[src/rtl/trivium_seq.sv]
// -----------------------------------------------------------------------------
// trivium_seq
//
// Session sequencer for the Trivium cipher core and its ciphertext FIFO.
// A session serially loads {key, IV} into the core and waits out the warm-up
// rounds. It then paces plaintext bytes into the core under FIFO-full
// backpressure and drains ciphertext from the FIFO into a valid/ready output
// register. The session ends with a one-cycle done pulse once everything has
// been delivered.
//
// Ports
//   clk, rst          clock (rising edge), asynchronous active-high reset
//   start, abort      session start pulse (IDLE only), synchronous abort
//   key_in, iv_in     key / IV captured on an accepted start
//   msg_len           plaintext byte count captured on an accepted start
//   in_data/valid/ready   plaintext byte stream from the host
//   key, strob_key    serial key/IV bit and its strobe to the core
//   data, strob_data  plaintext byte and its strobe to the core
//   fifo_cnd          FIFO flags: bit0 = full, bit1 = empty
//   read              FIFO read request (one-cycle pulse)
//   fifo_dout, read_stb   FIFO read data and its valid strobe
//   out_data/valid/ready  ciphertext output register handshake
//   busy, done        session active, session completion pulse
// -----------------------------------------------------------------------------
module trivium_seq #(
   parameter int KEY_W      = 80,
   parameter int IV_W       = 80,
   parameter int WARMUP_CYC = 1152,
   parameter int LEN_W      = 16
) (
   input  logic             clk,
   input  logic             rst,
   input  logic             start,
   input  logic             abort,
   input  logic [KEY_W-1:0] key_in,
   input  logic [IV_W-1:0]  iv_in,
   input  logic [LEN_W-1:0] msg_len,
   input  logic [7:0]       in_data,
   input  logic             in_valid,
   output logic             in_ready,
   output logic             key,
   output logic             strob_key,
   output logic [7:0]       data,
   output logic             strob_data,
   input  logic [1:0]       fifo_cnd,
   output logic             read,
   input  logic [7:0]       fifo_dout,
   input  logic             read_stb,
   output logic [7:0]       out_data,
   output logic             out_valid,
   input  logic             out_ready,
   output logic             busy,
   output logic             done
);

   localparam int SH_W    = KEY_W + IV_W;
   localparam int CNT_MAX = (SH_W > WARMUP_CYC) ? SH_W : WARMUP_CYC;
   localparam int CNT_W   = $clog2(CNT_MAX + 1);
   localparam logic [CNT_W-1:0] LOAD_LAST = CNT_W'(SH_W - 1);
   localparam logic [CNT_W-1:0] WARM_LAST = CNT_W'(WARMUP_CYC - 1);

   typedef enum logic [2:0] {
      S_IDLE,
      S_LOAD,
      S_WARM,
      S_RUN,
      S_DRAIN
   } state_t;

   state_t           state;
   logic [SH_W-1:0]  shift_q;
   logic [CNT_W-1:0] cnt;
   logic [LEN_W-1:0] remain;
   logic             rd_pend;

   logic in_hs;
   logic drain_on;
   logic out_hs;
   logic drain_done;

   // Plaintext path is a combinational pass-through so a byte reaches the
   // core in the cycle it is accepted; full backpressure acts the same cycle.
   assign in_ready   = (state == S_RUN) && !fifo_cnd[0];
   assign in_hs      = in_ready && in_valid;
   assign strob_data = in_hs;
   assign data       = in_hs ? in_data : 8'd0;
   assign busy       = (state != S_IDLE);

   assign drain_on = (state == S_RUN) || (state == S_DRAIN);
   assign out_hs   = out_valid && out_ready;

   // Counting a handshake in progress lets done follow the final consumer
   // handshake by exactly one cycle.
   assign drain_done = (state == S_DRAIN) && fifo_cnd[1] && !rd_pend &&
                       (!out_valid || out_ready);

   always_ff @(posedge clk or posedge rst) begin
      if (rst) begin
         state     <= S_IDLE;
         shift_q   <= '0;
         cnt       <= '0;
         remain    <= '0;
         rd_pend   <= 1'b0;
         key       <= 1'b0;
         strob_key <= 1'b0;
         read      <= 1'b0;
         out_data  <= 8'd0;
         out_valid <= 1'b0;
         done      <= 1'b0;
      end else if (abort) begin
         // Clearing rd_pend makes any read_stb still in flight harmless.
         state     <= S_IDLE;
         shift_q   <= '0;
         cnt       <= '0;
         remain    <= '0;
         rd_pend   <= 1'b0;
         key       <= 1'b0;
         strob_key <= 1'b0;
         read      <= 1'b0;
         out_data  <= 8'd0;
         out_valid <= 1'b0;
         done      <= 1'b0;
      end else begin
         read <= 1'b0;
         done <= 1'b0;

         case (state)
            S_IDLE: begin
               if (start) begin
                  // The MSB goes out directly; the register keeps the rest.
                  shift_q   <= {key_in, iv_in} << 1;
                  key       <= key_in[KEY_W-1];
                  strob_key <= 1'b1;
                  cnt       <= '0;
                  remain    <= msg_len;
                  state     <= S_LOAD;
               end
            end

            S_LOAD: begin
               if (cnt == LOAD_LAST) begin
                  strob_key <= 1'b0;
                  key       <= 1'b0;
                  cnt       <= '0;
                  state     <= S_WARM;
               end else begin
                  key     <= shift_q[SH_W-1];
                  shift_q <= shift_q << 1;
                  cnt     <= cnt + 1'b1;
               end
            end

            S_WARM: begin
               if (cnt == WARM_LAST) begin
                  cnt   <= '0;
                  state <= (remain == '0) ? S_DRAIN : S_RUN;
               end else begin
                  cnt <= cnt + 1'b1;
               end
            end

            S_RUN: begin
               if (in_hs) begin
                  remain <= remain - 1'b1;
                  if (remain == LEN_W'(1)) begin
                     state <= S_DRAIN;
                  end
               end
            end

            S_DRAIN: begin
               if (drain_done) begin
                  done  <= 1'b1;
                  state <= S_IDLE;
               end
            end

            default: state <= S_IDLE;
         endcase

         // Drain engine: at most one outstanding read, and only into an
         // empty output register, so read_stb never collides with out_ready.
         if (drain_on) begin
            if (!fifo_cnd[1] && !out_valid && !rd_pend) begin
               read    <= 1'b1;
               rd_pend <= 1'b1;
            end
            if (read_stb && rd_pend) begin
               out_data  <= fifo_dout;
               out_valid <= 1'b1;
               rd_pend   <= 1'b0;
            end else if (out_hs) begin
               out_valid <= 1'b0;
            end
         end
      end
   end

endmodule

[config.mk]
export PLATFORM = sky130hd
export DESIGN_NAME = trivium_seq
export DESIGN_NICKNAME = d
export VERILOG_FILES = /design/src/rtl/trivium_seq.sv
export SDC_FILE = /design/constraint.sdc
export NUM_CORES = 1
export LEC_CHECK = 0
export ABC_AREA = 0
export CORE_ASPECT_RATIO = 1.4
export CORE_UTILIZATION = 50
export CTS_CLUSTER_DIAMETER = 50
export DETAILED_ROUTE_END_ITERATION = 8
export PLACE_DENSITY = 0.9
export SKIP_CTS_REPAIR_TIMING = 1
export SLEW_MARGIN = 20
export SYNTH_ARGS = -nofsm -noshare
export SYNTH_HDL_FRONTEND = slang
export SYNTH_SLANG_ARGS = --single-unit
[constraint.sdc]
create_clock -name clk -period 12.6 [get_ports clk]
set_input_delay 2.52 -clock clk [delete_from_list [all_inputs] [get_ports clk]]
set_output_delay 2.52 -clock clk [all_outputs]
set_load 0.005 [all_outputs]
==> results by group <==
Layout
  • Ant diodes: 0
  • Nets: 1384
  • Ratio of cells with drive above 1 in the final layout: 0.0494
  • Most common cell after layout, fill and taps aside: clkdlybuf4s50_1
  • Most frequent cells in the layout: clkdlybuf4s50_1 (224), dfrtp_1 (203), nor2_1 (190)
  • Fin cells: 1439
  • Final instance area: 0.0125 sq mm
  • Fillers: 1425
  • Area Growth Syn to Fin: 31.4%
  • Final core occ: 0.674

Clocking
  • CTS root buf: clkbuf_16
  • Clock transition at path regs: 0.06 ns
  • H-Tree Depth: 1
  • Clock sink count: 203
  • Clock buffer depth: 3
  • Clock latency on the worst-skew pair: 0.49 ns
  • CTS tree: done
  • Num CTS Buffers: 22

Logic synthesis
  • Post-synthesis sequential area ratio: 0.533
  • Synthesized Nets: 1217
  • Post-Syn Area per Cell: 9.43 sq um
  • Unique masters post-synth: 54
  • Ys flop type: dfrtp_1
  • Syn Inst Count: 1012
  • Synth warn: 0
  • Yosys reg bits: 203
  • FFs w/ async S/R, synth: 1.00
  • Post-synth EDFFs: 0
  • Netlist Area Pre-Place: 0.00954 sq mm

Placed design
  • PortBufs: 224
  • Dpl cell area: 0.0118 sq mm
  • Placed Cells: 1398
  • Dpl hpwl: 15.2 mm
  • Final GP Congestion: 0.833

Power
  • Comb pwr share: 0.256
  • Internal power: 1.45 mW
  • Cell Pwr Density: 171 mW/mm^2
  • Maximum vdd drop: 0.125 mV
  • Clk pwr share: 0.289
  • P_sw: 0.688 mW
  • Final Total Pwr: 2.14 mW
  • Register share of total power: 0.455
  • P_leak: 5.45 nW
  • Sw frac: 0.322

Timing
  • Hold Vio Cnt, Final: 0
  • Skew final: 0.0138 ns
  • Final min period: 6.85 ns
  • Slew HR: 0.301
  • RSZ-0062 raised after global routing: false
  • Final setup fails: 0
  • Achievable frequency: 146 MHz
  • Final Max Tran Viols: 0
  • Worst Tran Pin Value: 1.05 ns
  • Sum Neg Setup Slack: 0 ns
  • Period utilization: 0.543

GRT
  • Largest net degree at the start of global routing: 319
  • GRT Overall Usage: 0.238
  • Initial antenna violation count: 0
  • Global-route wire length before repair: 38.3 mm
  • Global route total overflow: 0
  • Via count of the first global-routing pass: 8038

Job
  • Max Cap Violations: 0

Critical path
  • Crit path required time: 10.08 ns
  • Crit path max fanout: 10
  • R2R cell count: 5
  • Arr. time, crit path: 4.33 ns
  • Nature of the critical path startpoint: input pin
  • Setup CP Type: in -> out
  • Crit end category: output pin

Run status
  • Status: complete, no violations

Min path
  • Hold Crit Class: reg -> reg
  • Hold Crit Depth: 2

Detailed routing
  • Remaining DRCs: 0
  • Via count: 8354
  • Drt pass-1 iters: 5
  • Drt initial violations: 776
  • Vias per cell: 5.81
  • Post-route ant nets: 0
  • Final WL: 24.1 mm
  • Drt wl/cell: 16.8 um

Die
  • # IOs: 225
  • Starting density of the core: 0.513
  • DIE HEIGHT: 165 um
  • Full die area: 0.0196 sq mm
  • Core box area: 0.0186 sq mm
  • Row cnt: 59
  • Die X: 119 um
==> cell type report <==
type,count,area [sq um],area share
multi-input combinational,708,4060,0.324
tap,244,305,0.0244
sequential,203,5080,0.405
timing repair buffer,232,2340,0.187
clock inverter,8,48.8,0.00389
inverter,12,52.6,0.00419
clock buffer,32,649,0.0518
==> power groups by stage <==
| stage | Clock [mW] | Combinational (mW) | Sequential [mW] |
|---|---|---|---|
| floorplan | 0 | 0.410 | 0.940 |
| global placement | 0 | 0.523 | 0.971 |
| detailed placement | 0 | 0.544 | 0.982 |
| CTS | 0.632 | 0.549 | 0.973 |
| global route | 0.655 | 0.615 | 0.998 |
| finish | 0.618 | 0.548 | 0.975 |
==> critical path: stages <==
cell and delay, ns:
clkdlybuf4s50_1 0.43, nor4bb_2 0.62, and2_1 0.25, clkdlybuf4s50_1 0.50
==> metal layers <==
layer  track usage  up-vias  part of all wire
met4        0.0742        0             0.022
met2         0.430      252              0.52
met3        0.0549       43             0.061
met5             0        -                 0
met1         0.280     4027              0.39
li1              -     4032                 -
==> final timing paths <==
kind / from / end / slack (ns)
max: fifo_cnd[0] / strob_data / 5.75
min: key$_DFFE_PP0P_ / key$_DFFE_PP0P_ / 0.49
max reg2reg: state[0]$_DFFE_PP0P_ / shift_q[118]$_DFFE_PP0P_ / 9.40
min reg2reg: key$_DFFE_PP0P_ / key$_DFFE_PP0P_ / 0.49
max in group asynchronous: rst / shift_q[50]$_DFFE_PP0P_ / 8.74
min in group asynchronous: rst / shift_q[56]$_DFFE_PP0P_ / 2.59
==> stage by stage <==
| stage | hold slack [ns] | setup slack (ns) |
|---|---|---|
| finish | 0.494 | 5.75 |
| global route | 0.535 | 5.63 |
| CTS | 0.496 | 5.50 |
| detailed placement | 0.483 | 5.53 |
| global placement | 0.472 | 5.61 |
| floorplan | 0.473 | 4.54 |
==> flip-flops by register name, summed over array words and instances, names as in the netlist <==
| register | count |
|---|---|
| cnt | 11 |
| rd_pend | 1 |
| state | 3 |
| read | 1 |
| done | 1 |
| shift_q | 159 |
| out_valid | 1 |
| strob_key | 1 |
| key | 1 |
| remain | 16 |
| out_data | 8 |
==> cells by family after synthesis <==
logic type,count (synthesis),share of synthesized area
adder cells (fa/ha/maj),4,0.00525
multiplexers,11,0.0122
AND/OR/NAND/NOR,275,0.132
flip-flops,203,0.533
buffers and inverters,101,0.0460
AO/OA/AOI/OAI,418,0.272
==> synthesized netlist by cell type (5+ instances only) <==
cell type / instances / share of area
dfrtp_1: 203 / 0.53
nor2_1: 190 / 0.075
a21oi_1: 182 / 0.095
a22oi_1: 167 / 0.13
clkbuf_1: 75 / 0.030
o21ai_0: 26 / 0.014
o21ai_1: 17 / 0.0089
nand2_1: 16 / 0.0063
inv_1: 12 / 0.0047
nor3_1: 12 / 0.0063
nand3_1: 10 / 0.0052
mux2i_1: 9 / 0.0094
and3_1: 8 / 0.0052
a31oi_1: 6 / 0.0039
buf_6: 6 / 0.0071
buf_1: 5 / 0.0020
Note: power is estimated with default switching activity, not from simulation.
